==> config.mk <==
export PLATFORM = sky130hd
export DESIGN_NAME = hamming_fitness_evaluator_flat
export DESIGN_NICKNAME = d
export VERILOG_FILES = /design/src/rtl/hamming_fitness_evaluator_if.sv /design/src/rtl/hamming_fitness_evaluator.sv /design/src/flat_wrapper.sv
export SDC_FILE = /design/constraint.sdc
export NUM_CORES = 1
export LEC_CHECK = 0
export BUFFER_PORTS_ARGS = -buffer_cell sky130_fd_sc_hd__buf_2
export CAP_MARGIN = 0
export CORE_MARGIN = 4
export CORE_UTILIZATION = 47
export DETAILED_ROUTE_END_ITERATION = 16
export HOLD_SLACK_MARGIN = 0.03
export PLACE_DENSITY_LB_ADDON = 0.08
export SYNTH_ARGS = -nofsm -noshare
export SYNTH_HDL_FRONTEND = slang
export SYNTH_SLANG_ARGS = --single-unit
==> constraint.sdc <==
create_clock -name clk -period 2.2 [get_ports clk]
set_input_delay 0.33 -clock clk [delete_from_list [all_inputs] [get_ports clk]]
set_output_delay 0.33 -clock clk [all_outputs]
set_load 0.02 [all_outputs]
==> src/rtl/hamming_fitness_evaluator_if.sv <==
// Request/response bundle between the GA core (master) and a fitness responder (slave).
interface hamming_fitness_evaluator_if #(
  parameter int IndividualWidth = 32,
  parameter int ErrorWidth      = 32
);
  logic                       fitnessStart;
  logic [IndividualWidth-1:0] fitnessIndividual;
  logic                       fitnessFinish;
  logic [ErrorWidth-1:0]      fitnessError;

  modport master (
    output fitnessStart,
    output fitnessIndividual,
    input  fitnessFinish,
    input  fitnessError
  );

  modport slave (
    input  fitnessStart,
    input  fitnessIndividual,
    output fitnessFinish,
    output fitnessError
  );
endinterface

==> src/rtl/hamming_fitness_evaluator.sv <==
// Serial Hamming-distance fitness responder: error = popcount(individual ^ Target), BitsPerCycle per clock.
// Optional result cache for repeated individuals is enabled by defining FITNESS_CACHE_EN.
module hamming_fitness_evaluator #(
  parameter int                         IndividualWidth = 32,
  parameter int                         ErrorWidth      = 32,
  parameter int                         BitsPerCycle    = 4,
  parameter logic [IndividualWidth-1:0] Target          = {16{2'b10}}
) (
  input  logic                      clk,
  input  logic                      rst,
  hamming_fitness_evaluator_if.slave fit
);
  localparam int Chunks   = IndividualWidth / BitsPerCycle;
  localparam int AccWidth = $clog2(IndividualWidth + 1);
  localparam int CntWidth = (Chunks > 1) ? $clog2(Chunks) : 1;

  typedef enum logic [1:0] {
    IDLE = 2'd0,
    BUSY = 2'd1,
    DONE = 2'd2
  } state_t;

  function automatic logic [AccWidth-1:0] popCount(input logic [BitsPerCycle-1:0] v);
    logic [AccWidth-1:0] n;
    n = {AccWidth{1'b0}};
    for (int i = 0; i < BitsPerCycle; i++) begin
      n = n + AccWidth'(v[i]);
    end
    return n;
  endfunction

  state_t                     state_r;
  state_t                     stateNext_s;
  logic                       startPrev_r;
  logic                       startRise_s;
  logic [IndividualWidth-1:0] diff_r;
  logic [AccWidth-1:0]        acc_r;
  logic [CntWidth-1:0]        cnt_r;
  logic                       lastChunk_s;
  logic                       cacheHit_s;
  logic [AccWidth-1:0]        cacheErrorSel_s;

  assign startRise_s = fit.fitnessStart & ~startPrev_r;
  assign lastChunk_s = (cnt_r == CntWidth'(Chunks - 1));

`ifdef FITNESS_CACHE_EN
  logic                       cacheValid_r;
  logic [IndividualWidth-1:0] cacheIndividual_r;
  logic [AccWidth-1:0]        cacheError_r;
  logic [IndividualWidth-1:0] pendIndividual_r;

  assign cacheHit_s      = cacheValid_r && (fit.fitnessIndividual == cacheIndividual_r);
  assign cacheErrorSel_s = cacheError_r;

  // Cache bookkeeping; a hit rewrites the same entry, which is harmless.
  always_ff @(posedge clk) begin
    if (rst) begin
      cacheValid_r      <= 1'b0;
      cacheIndividual_r <= {IndividualWidth{1'b0}};
      cacheError_r      <= {AccWidth{1'b0}};
      pendIndividual_r  <= {IndividualWidth{1'b0}};
    end else begin
      if (state_r == IDLE && startRise_s) begin
        pendIndividual_r <= fit.fitnessIndividual;
      end
      if (state_r == DONE) begin
        cacheValid_r      <= 1'b1;
        cacheIndividual_r <= pendIndividual_r;
        cacheError_r      <= acc_r;
      end
    end
  end
`else
  assign cacheHit_s      = 1'b0;
  assign cacheErrorSel_s = {AccWidth{1'b0}};
`endif

  // State register.
  always_ff @(posedge clk) begin
    if (rst) begin
      state_r <= IDLE;
    end else begin
      state_r <= stateNext_s;
    end
  end

  // Next-state decode; requests outside IDLE are dropped.
  always_comb begin
    stateNext_s = state_r;
    case (state_r)
      IDLE: begin
        if (startRise_s) begin
          if (cacheHit_s) begin
            stateNext_s = DONE;
          end else begin
            stateNext_s = BUSY;
          end
        end else begin
          stateNext_s = IDLE;
        end
      end
      BUSY: begin
        if (lastChunk_s) begin
          stateNext_s = DONE;
        end else begin
          stateNext_s = BUSY;
        end
      end
      DONE:    stateNext_s = IDLE;
      default: stateNext_s = IDLE;
    endcase
  end

  // Datapath and registered result; a cache hit preloads the accumulator with the stored error.
  always_ff @(posedge clk) begin
    if (rst) begin
      startPrev_r       <= 1'b0;
      diff_r            <= {IndividualWidth{1'b0}};
      acc_r             <= {AccWidth{1'b0}};
      cnt_r             <= {CntWidth{1'b0}};
      fit.fitnessFinish <= 1'b0;
      fit.fitnessError  <= {ErrorWidth{1'b0}};
    end else begin
      startPrev_r       <= fit.fitnessStart;
      fit.fitnessFinish <= 1'b0;
      case (state_r)
        IDLE: begin
          if (startRise_s) begin
            diff_r <= fit.fitnessIndividual ^ Target;
            acc_r  <= cacheHit_s ? cacheErrorSel_s : {AccWidth{1'b0}};
            cnt_r  <= {CntWidth{1'b0}};
          end
        end
        BUSY: begin
          acc_r  <= acc_r + popCount(diff_r[BitsPerCycle-1:0]);
          diff_r <= diff_r >> BitsPerCycle;
          cnt_r  <= cnt_r + CntWidth'(1);
        end
        DONE: begin
          fit.fitnessFinish <= 1'b1;
          fit.fitnessError  <= ErrorWidth'(acc_r);
        end
        default: begin
          fit.fitnessFinish <= 1'b0;
        end
      endcase
    end
  end
endmodule
==> src/flat_wrapper.sv <==
// flat-port wrapper written by rule: the top's interface ports become plain ports
module hamming_fitness_evaluator_flat 
#(
  parameter int                         IndividualWidth = 32,
  parameter int                         ErrorWidth      = 32,
  parameter int                         BitsPerCycle    = 4,
  parameter logic [IndividualWidth-1:0] Target          = {16{2'b10}}
)
  (clk, rst, fit_fitnessStart, fit_fitnessIndividual, fit_fitnessFinish, fit_fitnessError);
  hamming_fitness_evaluator_if #(.IndividualWidth(IndividualWidth), .ErrorWidth(ErrorWidth)) fit_i ();
  input  logic clk;
  input  logic rst;
  input wire logic [$bits(fit_i.fitnessStart)-1:0] fit_fitnessStart;
  input wire logic [$bits(fit_i.fitnessIndividual)-1:0] fit_fitnessIndividual;
  output wire logic [$bits(fit_i.fitnessFinish)-1:0] fit_fitnessFinish;
  output wire logic [$bits(fit_i.fitnessError)-1:0] fit_fitnessError;
  assign fit_i.fitnessStart = fit_fitnessStart;
  assign fit_i.fitnessIndividual = fit_fitnessIndividual;
  assign fit_fitnessFinish = fit_i.fitnessFinish;
  assign fit_fitnessError = fit_i.fitnessError;
  hamming_fitness_evaluator #(.IndividualWidth(IndividualWidth), .ErrorWidth(ErrorWidth), .BitsPerCycle(BitsPerCycle), .Target(Target)) u_core (.clk(clk), .rst(rst), .fit(fit_i));
endmodule
# == After elaboration in Yosys (flattened, before gate mapping) ==
# Index checks and enable logic that the tools add are counted.
# word_totals
register_bits,51
in_bits,35
output_inout_bits,33
# classes
n_addsub,5
eq_ne,4
muxes,10
n_bitwise,3
n_reduce_logical,3
# op_table
op,count
case mux 32 bit (2 select lines),1
2-to-1 mux 32 bit,1
inverter 16 bit,1
adder 6 x 1 -> 6 bit,2
case mux 6 bit (2 select lines),1
adder 6 bit,1
2-to-1 mux 6 bit,1
case mux 3 bit (2 select lines),1
case mux 2 bit (2 select lines),1
"adder 3 x 1 -> 3 bit, second input constant",1
"== test 3 bit, second input constant",1
2-to-1 mux 3 bit,1
adder 1 x 1 -> 2 bit,1
"== test 2 x 1 -> 1 bit, second input constant",1
"== test 2 bit, second input constant",1
zero test 2 bit,1
2-to-1 mux 1 bit,2
2-to-1 mux 2 bit,1
"!= test 2 x 1 -> 1 bit, second input constant",1
AND reduction 2 bit,1
nonzero test 2 bit,1
AND 1 bit,1
inverter 1 bit,1

# == Logic depth before layout (Yosys ltp) ==
# depth
ltp_word,5
ltp_mapped,10
ltp_nobuf,10

# == Worst setup path before layout ==
# OpenSTA, ideal clock, no wires.
# synth_path
path_kind,register to register
startpoint,register u_core.diff_r[0]
endpoint,register u_core.acc_r[4]
arrival_time_ns,2.170
path_slack_ns,-0.109
path_stages_with_launch,11
path_cell_list,dfxtp_1 ha_1 inv_1 fa_1 inv_1 ha_1 fa_1 a21oi_1 a2111oi_4 xnor2_1 nor3_1
# synth_via
elab_chain_len,5
# synth_rtl
element,line,rtl
"start, declared",hamming_fitness_evaluator.sv:36,logic [IndividualWidth-1:0] diff_r;
"start signal, assigned",hamming_fitness_evaluator.sv:118,diff_r <= {IndividualWidth{1'b0}};
"start signal, assigned",hamming_fitness_evaluator.sv:129,diff_r <= fit.fitnessIndividual ^ Target;
"start signal, assigned",hamming_fitness_evaluator.sv:136,diff_r <= diff_r >> BitsPerCycle;
adder 1 x 1 -> 2 bit,hamming_fitness_evaluator.sv:27,n = n + AccWidth'(v[i]);
adder 6 x 1 -> 6 bit (2 in a row),hamming_fitness_evaluator.sv:27,
adder 6 bit,hamming_fitness_evaluator.sv:135,acc_r <= acc_r + popCount(diff_r[BitsPerCycle-1:0]);
case mux 6 bit (2 select lines),hamming_fitness_evaluator.sv:126,case (state_r)
"end signal, assigned",hamming_fitness_evaluator.sv:119,acc_r <= {AccWidth{1'b0}};
"end signal, assigned",hamming_fitness_evaluator.sv:130,acc_r <= cacheHit_s ? cacheErrorSel_s : {AccWidth{1'b0}};
"end signal, assigned",hamming_fitness_evaluator.sv:135,
"end, declared",hamming_fitness_evaluator.sv:37,logic [AccWidth-1:0] acc_r;
# No other way between the ends.
# A chain may end at the register's enable or synchronous reset.

# == Worst setup path after layout ==
# Ends and elaborated chain as after synthesis.

==> flow_summary.yaml <==
yosys:
  synth-edff-count: 0
  ys_types: 35
  ys_ff_latch: 51
  yosysTopAreaCellShare_pct: 40.1
  syn_area_um2: 2550
  yosysSeqAreaShare_pct: 40.1
  async_flop_share_pct: 0
  synth_top_area_cell: "dfxtp_1"
  synthTopCellsByArea: "dfxtp_1 40%, nand2_1 8.8%, buf_4 8.5%"
  ys_warn_count: 0
  synth_cells: 288
  avgSynthCellArea_um2: 8.85
  ys.flop_type: "dfxtp_1"
cts:
  tritoncts: "built"
  path_clk_slew_ns: 0.08
  cts_buffers: 5
  cts_buffer_depth: 2
  cts.sinks: 51
  postCtsSetupRepairBufs: 0
  cts_hold_buf: 0
  clk_latency_ns: 0.29
  root_buffer: "clkbuf_8"
  h-tree-depth: 2
global_route:
  grt_pass1_vias: 1714
  antenna_found_initial: 0
  grt-ovfl-total: 0
  grt_max_degree: 44
  grt_use_total_pct: 15.5
  grt_pass1_wl_um: 8080
timing:
  fin_skew_ns: 0.00390
  tightest_slew_ns: 0.632
  setup_tns_ns: -0.0713
  period_share_pct: 103
  fin_crit_ns: 2.27
  layout_setup_ws_ns: -0.0707
  hold_viol_final: 0
  slew_headroom_pct: 57.9
  fmax_mhz: 440
  finalSetupViolations: 2
  rsz0062_at_grt: "yes"
  drv_slew: 0
detailed_routing:
  num_vias: 1932
  routedWlPerCell_um: 12.5
  viasPerCell: 4.95
  drtAntennaViolNets: 0
  drt-total-wl_um: 4870
  drc: 0
  dr.pass1.iters: 4
  first_iter_violations: 123
placed_design:
  gp_congestion: 0.806
  post-dp-hpwl_um: 3350
  portBuffers: 41
  pre_cts_ws_ns: -0.101
critical_path:
  worstSetupStartpointType: "flip-flop"
  cp_slowest_stage_delay_ns: 0.47
  end_kind: "flip-flop"
  criticalPathCategory: "reg -> reg"
  crit_chain: "ha_4, inv_2, fa_1, inv_1, ha_2, fa_2, a21oi_4, a2111oi_4, xnor2_1, nor3_1"
  worst-endpoint-arrival_ns: 2.44
  cp_slowest_cell: "fa_1"
  cp_data_required_time_ns: 2.37
  cp_max_fo: 2
power_and_ir_drop:
  vdd_ir_drop_max_v: 0.000413
  p_int_w: 0.00133
  netSwitchingFraction_pct: 28.5
  p_leak_nw: 1.24
  pwr-share-comb_pct: 18.8
  seqPwrFrac_pct: 54.8
  p_switching_w: 0.000530
  clkPwrFrac_pct: 26.4
  p_per_area_nw_per_um2: 666
cells_and_area:
  area.growth.synth_to_final_pct: 9.68
  drive_gt1_share_pct: 23.4
  antenna_cells: 0
  final_cell_mix: "60 x nand2_1, 49 x dfxtp_1, 41 x buf_2"
  ff_latch_area_um2: 1020
  fillCellCount: 513
  nNetsFinal: 365
  utilization_pct: 54.0
  final_common_cell: "nand2_1"
  multiInputGateArea_um2: 1310
hold_path:
  hp-class: "in -> reg"
die:
  num_rows: 26
  die-width_um: 81.6
  start_util_pct: 49.3
  die_y_um: 81.6
  pin_count: 68
  die-area_um2: 6660
  core_um2: 5170
run:
  drv_cap: 0
status:
  status: "finished with violations"
  violations: "setup timing"
==> cells in the mapped netlist, types with 6 or more instances <==
master    count
a21oi_1      18
o211ai_1     14
nor2_1       33
a311oi_2     11
mux2i_1       7
buf_4        29
a22oi_1       7
buf_2         8
dfxtp_1      51
inv_1         6
nand2_1      60
ha_1          7
==> final timing paths <==
path / startpoint / end / slack (ns) / cells after the start
worst min register to register: u_core.diff_r[17]$_SDFFE_PP0P_ / u_core.diff_r[17]$_SDFFE_PP0P_ / 0.45 / 2
worst max register to register: u_core.diff_r[0]$_SDFFE_PP0P_ / u_core.acc_r[4]$_SDFFE_PP0P_ / -0.07 / 10
worst max-delay path: u_core.diff_r[0]$_SDFFE_PP0P_ / u_core.acc_r[4]$_SDFFE_PP0P_ / -0.07 / 10
worst min-delay path: fit_fitnessIndividual[30] / u_core.diff_r[30]$_SDFFE_PP0P_ / 0.29 / 3
==> power groups by stage <==
| stage | registers [W] | logic [W] | clock network [W] |
|---|---|---|---|
| final | 0.00102 | 0.000349 | 0.000492 |
| after global routing | 0.00103 | 0.000400 | 0.000546 |
| after CTS | 0.00102 | 0.000352 | 0.000512 |
| after detailed placement | 0.00104 | 0.000349 | 0 |
| after global placement | 0.00104 | 0.000346 | 0 |
| after floorplan | 0.00103 | 0.000311 | 0 |
==> cells by family after synthesis <==
family                   share of synthesized area, %
AO/OA/AOI/OAI                                    19.9
flip-flops                                       40.1
other                                           0.147
adder cells (fa/ha/maj)                          5.01
AND/OR/NAND/NOR                                  17.7
buffers and inverters                            13.4
XOR/XNOR                                         1.03
multiplexers                                     2.75
==> critical path: cells and delay by family, from the launching register on <==
family / cells / cell delay [ns]
flops: 1 / 0.34
fa+ha+maj: 4 / 1.28
xor+xnor: 1 / 0.17
simple gates: 1 / 0.05
compound gates: 2 / 0.22
buf+inv: 2 / 0.07
==> area by class of cell <==
type                    count  share of cell area (%)
inverters                   7                   0.940
multi-input cells         209                    46.8
repair buffers             47                    9.85
well taps                  70                    3.13
clock buffers               6                    2.60
flip-flops and latches     51                    36.6
==> flip-flops by register name, summed over array words and instances (netlist names) <==
register                  cells
u_core.state_r                2
u_core.fit.fitnessError       6
u_core.diff_r                32
u_core.acc_r                  6
u_core.cnt_r                  3
u_core.startPrev_r            1
u_core.fit.fitnessFinish      1
==> timing repair <==
action / CTS / global route
resized for setup: 3 / 3
pin swaps: 1 / 4
setup endpoints to repair: 2 / 2
==> through the flow <==
stage	std cells	hold WS, ns	total power (W)	cell area (µm²)
2_1_floorplan	313	0.432	0.00134	2650
3_3_place_gp	384	0.438	0.00138	2700
3_5_place_dp	384	0.444	0.00139	2700
4_1_cts	390	0.285	0.00188	2780
5_1_grt	390	0.308	0.00197	2790
6_report	390	0.289	0.00186	2790
==> metal layers <==
metal	vias to the layer above	GRT usage [%]	share of wire [%]
li1	994	-	-
met1	880	20.3	47
met2	51	25.0	45
met3	7	3.73	6.8
met4	0	5.48	1.4
met5	-	0	0
Note: power is estimated with default switching activity, not from simulation.
